[src/rtl/register_file.sv]
`default_nettype none
// ============================================================================
// Module   : register_file
// Brief    : 32 x DATA_W CPU register file, one synchronous write port, two
//            combinational read ports, register 0 hard-wired to zero.
//            Optional same-cycle write-through bypass: REGFILE_BYPASS_EN.
// Revision : 1.0
// ============================================================================
module register_file #(
    parameter int DATA_W   = 32,
    parameter int ADDR_W   = 5,
    parameter int NUM_REGS = 32
) (
    input  logic              clk,
    input  logic              rst,
    input  logic              regWrite,
    input  logic [ADDR_W-1:0] writeReg,
    input  logic [DATA_W-1:0] wdData,
    input  logic [ADDR_W-1:0] readReg1,
    input  logic [ADDR_W-1:0] readReg2,
    output logic [DATA_W-1:0] readData1,
    output logic [DATA_W-1:0] readData2
);

    localparam logic [ADDR_W-1:0] c_ZERO_IDX = '0;

    logic [DATA_W-1:0] r_regs [NUM_REGS];
    logic              w_wrEn;

    // Index 0 is never stored, so it stays at its reset value of zero.
    assign w_wrEn = regWrite && (writeReg != c_ZERO_IDX);

    always_ff @(posedge clk or posedge rst) begin
        if (rst) begin
            for (int i = 0; i < NUM_REGS; i++) begin
                r_regs[i] <= '0;
            end
        end else if (w_wrEn) begin
            r_regs[writeReg] <= wdData;
        end
    end

`ifdef REGFILE_BYPASS_EN
    // Reset must still force zero, so the bypass is qualified by !rst.
    always_comb begin
        readData1 = (readReg1 == c_ZERO_IDX) ? '0 : r_regs[readReg1];
        readData2 = (readReg2 == c_ZERO_IDX) ? '0 : r_regs[readReg2];
        if (w_wrEn && !rst && (readReg1 == writeReg)) begin
            readData1 = wdData;
        end
        if (w_wrEn && !rst && (readReg2 == writeReg)) begin
            readData2 = wdData;
        end
    end
`else
    always_comb begin
        readData1 = (readReg1 == c_ZERO_IDX) ? '0 : r_regs[readReg1];
        readData2 = (readReg2 == c_ZERO_IDX) ? '0 : r_regs[readReg2];
    end
`endif

endmodule
`default_nettype wire

[config.mk]
export PLATFORM = sky130hd
export DESIGN_NAME = register_file
export DESIGN_NICKNAME = d
export VERILOG_FILES = /design/src/rtl/register_file.sv
export SDC_FILE = /design/constraint.sdc
export NUM_CORES = 2
export LEC_CHECK = 0
export CAP_MARGIN = 40
export CORE_ASPECT_RATIO = 1.2
export CORE_MARGIN = 2
export CORE_UTILIZATION = 40
export DETAILED_ROUTE_END_ITERATION = 16
export GPL_TIMING_DRIVEN = 0
export PLACE_DENSITY = 0.64
export RECOVER_POWER = 100
export SYNTH_ARGS = -nofsm -noshare
export SYNTH_HDL_FRONTEND = slang
export SYNTH_SLANG_ARGS = --single-unit
[constraint.sdc]
create_clock -name clk -period 38.6 [get_ports clk]
set_clock_uncertainty 0.2 [all_clocks]
set_input_delay 5.79 -clock clk [delete_from_list [all_inputs] [get_ports clk]]
set_output_delay 5.79 -clock clk [all_outputs]
set_load 0.1 [all_outputs]
Word level (Yosys, flattened, before mapping)
Cells that the tools add are included.
{"block": "totals", "reg_bits": 1024, "inputBits": 50, "out_inout_bits": 64}
{"block": "op_classes", "n_lt_le_gt_ge": 4, "n_mux": 11, "bitwise_logic": 3, "reduce_logical": 5}
{"op": "$bwmux 1024", "n": 1}
{"op": "$bmux 32 s5", "n": 2}
{"op": "$mux 32", "n": 7}
{"op": "$demux 32 s5", "n": 1}
{"op": "$ge 6x6->1 const B", "n": 3}
{"op": "$not 5->6", "n": 3}
{"op": "$logic_not 5->1", "n": 2}
{"op": "$lt 6x1->1 const B", "n": 1}
{"op": "$reduce_bool 5->1", "n": 1}
{"op": "$logic_and 1x1->1", "n": 2}

Depth between registers and ports, before layout
{"block": "logic_depth", "ltp_word": 6, "mapped_depth": 9, "depth_no_buf": 4}

Worst setup path after synthesis
Ideal clock, no wire load.
{"block": "synth_path", "path_kind": "input-to-output", "from": "input readReg1[2]", "to": "output readData1[13]", "arrival_time_ns": 11.400, "required_time_ns": 32.610, "path_slack_ns": 21.210, "cell_stages": 7, "path_buffers": 3, "path_cell_list": "buf_4 > buf_4 > buf_4 > mux4_2 > mux2i_1 > o211a_1 > a2111oi_0"}
{"block": "synth_between", "elab_chain_cells": 5, "elab_cells_between_ends": 6, "cone_classes": "mux (4); bitwise (1); reduce/logical (1)"}
{"item": "start: declaration", "line": "19", "source": "input logic [ADDR_W-1:0] readReg1,"}
{"item": "$not 5->6 (implied by the code)", "line": "57", "source": "readData1 = (readReg1 == c_ZERO_IDX) ? '0 : r_regs[readReg1];"}
{"item": "$bmux 32 s5", "line": "57"}
{"item": "$mux 32 (implied by the code) (2 in series)", "line": "57"}
{"item": "$mux 32 (*)", "line": "57"}
{"item": "end: declaration", "line": "21", "source": "output logic [DATA_W-1:0] readData1,"}
Mark *: on every way between the ends. The rest lies on a longest branch, timed or not. The select of a mux whose other input is x is not followed.

==> results.md <==
- Outcome: complete, but fails checks
- Violated checks: max-capacitance violations, max-slew violations
- Int Pwr: around 2.4 mW
- DR vias: ~40000
- Clk slew on worst S/H paths: around 0.070 ns
- Unrepaired setup endpoints after global routing: no
- Ports: 114
- # setup viols final: 0
- Most used cell, CP: clkbuf_1
- GR Util All Layers: 0.3313
- Clock sink count: 1024
- Crit-path max FO: 111
- Top flop regs: r_regs x1024
- Final #Nets: 4191
- Switching power: between 1 and 1.5 mW
- CP startpoint kind: input pin
- HP Class: flop to flop
- Comb pwr share: 0.246
- Final core utilization: 0.4724
- Layout cells sized above 1: 0.4465
- Synth top cells by count: 1036 x mux2_2, 1024 x dfrtp_1, 396 x mux4_2
- Min Tclk post-route: between 20 and 25 ns
- Sw Share: 0.3056
- Synth top area cells: dfrtp_1 47%, mux2_2 21%, mux4_2 16%
- WL final: 232800 um
- Critical Path End Type: asynchronous set/reset pin
- Overall Power: 3.402 mW
- Worst skew pair latency: 0.73 ns
- Pwr dens: approximately 53 nW/um2
- Yosys cell types: 47
- Largest register by flop count: r_regs
- DRT Pass-1 Iters: 6
- Starting Density: 0.4029
- GRT Residual Overflow: 0
- Global-route wire length before repair: 320000 um
- Clock Power Share: 0.330
- CP Buf/Inv Count: 5
- Die width: 341.6 um
- Area Overhead vs Synth: 17.25%
- Via/cell ratio: 6.607
- Tcrit/Tclk final: 0.5759
- TritonCTS clock tree: done
- Crit path kind: input pin to asynchronous set/reset pin
- Post-synth EDFFs: 0
- Final Max Slew Viols: 733
- Seq/Total Area, Yosys: 0.4685
- Htree depth: 3
- Mapped Nets: between 3000 and 4000
- #FFs+latches synth: 1024
- Post-CTS setup buffers: 0
- CTS Buf Count: 106
- Crit-path cells: dlygate4sd3_1, clkinvlp_2, clkbuf_1, clkbuf_1, clkbuf_1
- Critical path's top delay family: buffers and inverters
- Max Cap Viol: 9
- DRT iter0 DRCs: 5627
- Async S/R FF share, synth: 1.000
- Post-Syn Instances: 3683
- Drc violations: 0
- Hold Path Origin: r_regs[1009]
- WL per Instance: 38.56 um
- Final setup TNS: 0 ns
- Most frequent cell after synthesis: mux2_2
- Largest net degree at the start of global routing: 124
- Warnings, synthesis: 0
- Fin Hold WS: 0.2829 ns
- RePlAce Congestion: 1.037
- Routed Antenna Nets: 0
- Finished layout cell area: between 60000 and 70000 um2
- Syn_area_per_cell: 14.85 um2
- Slowest Stage Delay on Critical Path: 4.45 ns
- R2R Setup Slk: ~38 ns
- Cell accounting for the most synthesized area: dfrtp_1
- Core Box Area: around 140000 um2
- Die Area: between 100000 and 150000 um2
- CTS root buf: clkbuf_16
- Worst r2r src: r_regs[623]
- Worst endpoint required time: 37.75 ns
- Worst Path Arrival: 21.39 ns
- Max reg flops: 1024
- Seq pwr share: 0.424
- Ys flop type: dfrtp_1
- Row count: 148
- Post-DP Area: 61070 um2
- Synth top area share: 0.4685
- PostCTS Resize Cnt: 0
- CP max stage cell: clkbuf_1
- Pleak: about 28 nW
- Final hold violations: 0
- PortBufs: 108
- Slew HR: -3.403
- Max Freq: 44.98 MHz
- Initial antenna violation count: 13
- Vias in the first global route: around 40000
- Die height: 409.1 um
- Cell area after synthesis: 54690 um2
- Worst-Margin Slew: 6.604 ns
- CTS max path bufs: 3
- HPWL after DPL: approximately 170000 um
- Hold-fix buffer count after cts: 0
- VDD IR max: between 0.03 and 0.04 mV
- Origin of the worst setup path: rst
placed cells by master (no fill, tap or decap), drive strengths merged, types with 2 or more instances in the layout:
| cell type | synthesis | routed |
|---|---|---|
| clkinvlp | 0 | 2 |
| a21oi | 42 | 42 |
| clkbuf | 232 | 518 |
| mux2 | 1036 | 1036 |
| nor3 | 35 | 35 |
| o211a | 2 | 2 |
| mux2i | 269 | 269 |
| a221oi | 3 | 3 |
| dlygate4sd3 | 0 | 47 |
| inv | 2 | 2 |
| nand2 | 39 | 39 |
| and3 | 2 | 2 |
| nor3b | 4 | 4 |
| o22ai | 41 | 41 |
| dfrtp | 1024 | 1024 |
| a31oi | 4 | 4 |
| buf | 193 | 301 |
| clkinv | 1 | 23 |
| o221ai | 22 | 22 |
| clkdlybuf4s50 | 0 | 61 |
| nor4 | 16 | 16 |
| a22o | 43 | 43 |
| diode | 0 | 14 |
| bufinv | 0 | 14 |
| a211oi | 37 | 37 |
| o32ai | 15 | 15 |
| mux4 | 399 | 399 |
| nor2b | 40 | 40 |
| a2111oi | 32 | 32 |
| a22oi | 76 | 76 |
| nor2 | 21 | 21 |
| and2 | 18 | 18 |
| or3b | 3 | 3 |
| nand3 | 11 | 11 |
| nand3b | 6 | 6 |
| a311oi | 7 | 7 |
| or2 | 2 | 2 |
kinds of logic (layout without fill, tap and decap cells):
group                  count (synthesis)  after routing  synth area share
AOI/OAI and AO/OA                    325            325           0.04454
buffers and inverters                428            969           0.03981
DFF                                 1024           1024            0.4685
and+or+nand+nor                      202            202           0.02006
muxes                               1704           1704            0.4271
other                                  0             14                 0
routing by layer:
metal,global-route usage,wire (um)
met1,0.4023,82830
met2,0.4871,101100
met3,0.1001,25860
met4,0.2680,23000
met5,0,52
area by class of cell:
cell class,count,area [um2]
flip-flops and latches,1024,25620
clock buffers,153,3154
plain buffers,425,2133
multi-input cells,2231,26900
inverters,3,12.51
fillers,11950,71610
repair buffers,350,3452
well taps,1800,2252
diodes,14,35.03
clock inverters,38,561.8
metrics by stage:
stage | worst slack, ns | instances
after global routing | 13.12 | 6025
after detailed placement | 22.54 | 5827
after CTS | 22.53 | 6018
after global placement | -8.552 | 5591
final | 16.37 | 6038
after floorplan | 3.794 | 3683
path summary, 6_finish.rpt:
kind                                      end  depth (start not counted)
worst max-delay path              r_regs[204]                          5
worst min-delay path             r_regs[1009]                          1
worst max register to register    r_regs[623]                          1
worst min register to register   r_regs[1009]                          1
max in group clk                readData1[13]                         11
min in group asynchronous          r_regs[57]                          2
power by group through the flow:
stage / combinational, mW / sequential [mW] / clock, mW
after CTS: 0.831 / 1.43 / 1.13
final: 0.838 / 1.44 / 1.12
after global routing: 0.871 / 1.46 / 1.17
after floorplan: 0.581 / 1.40 / 0
after global placement: 0.758 / 1.44 / 0
after detailed placement: 0.828 / 1.45 / 0
(Power assumes the default switching activity.)
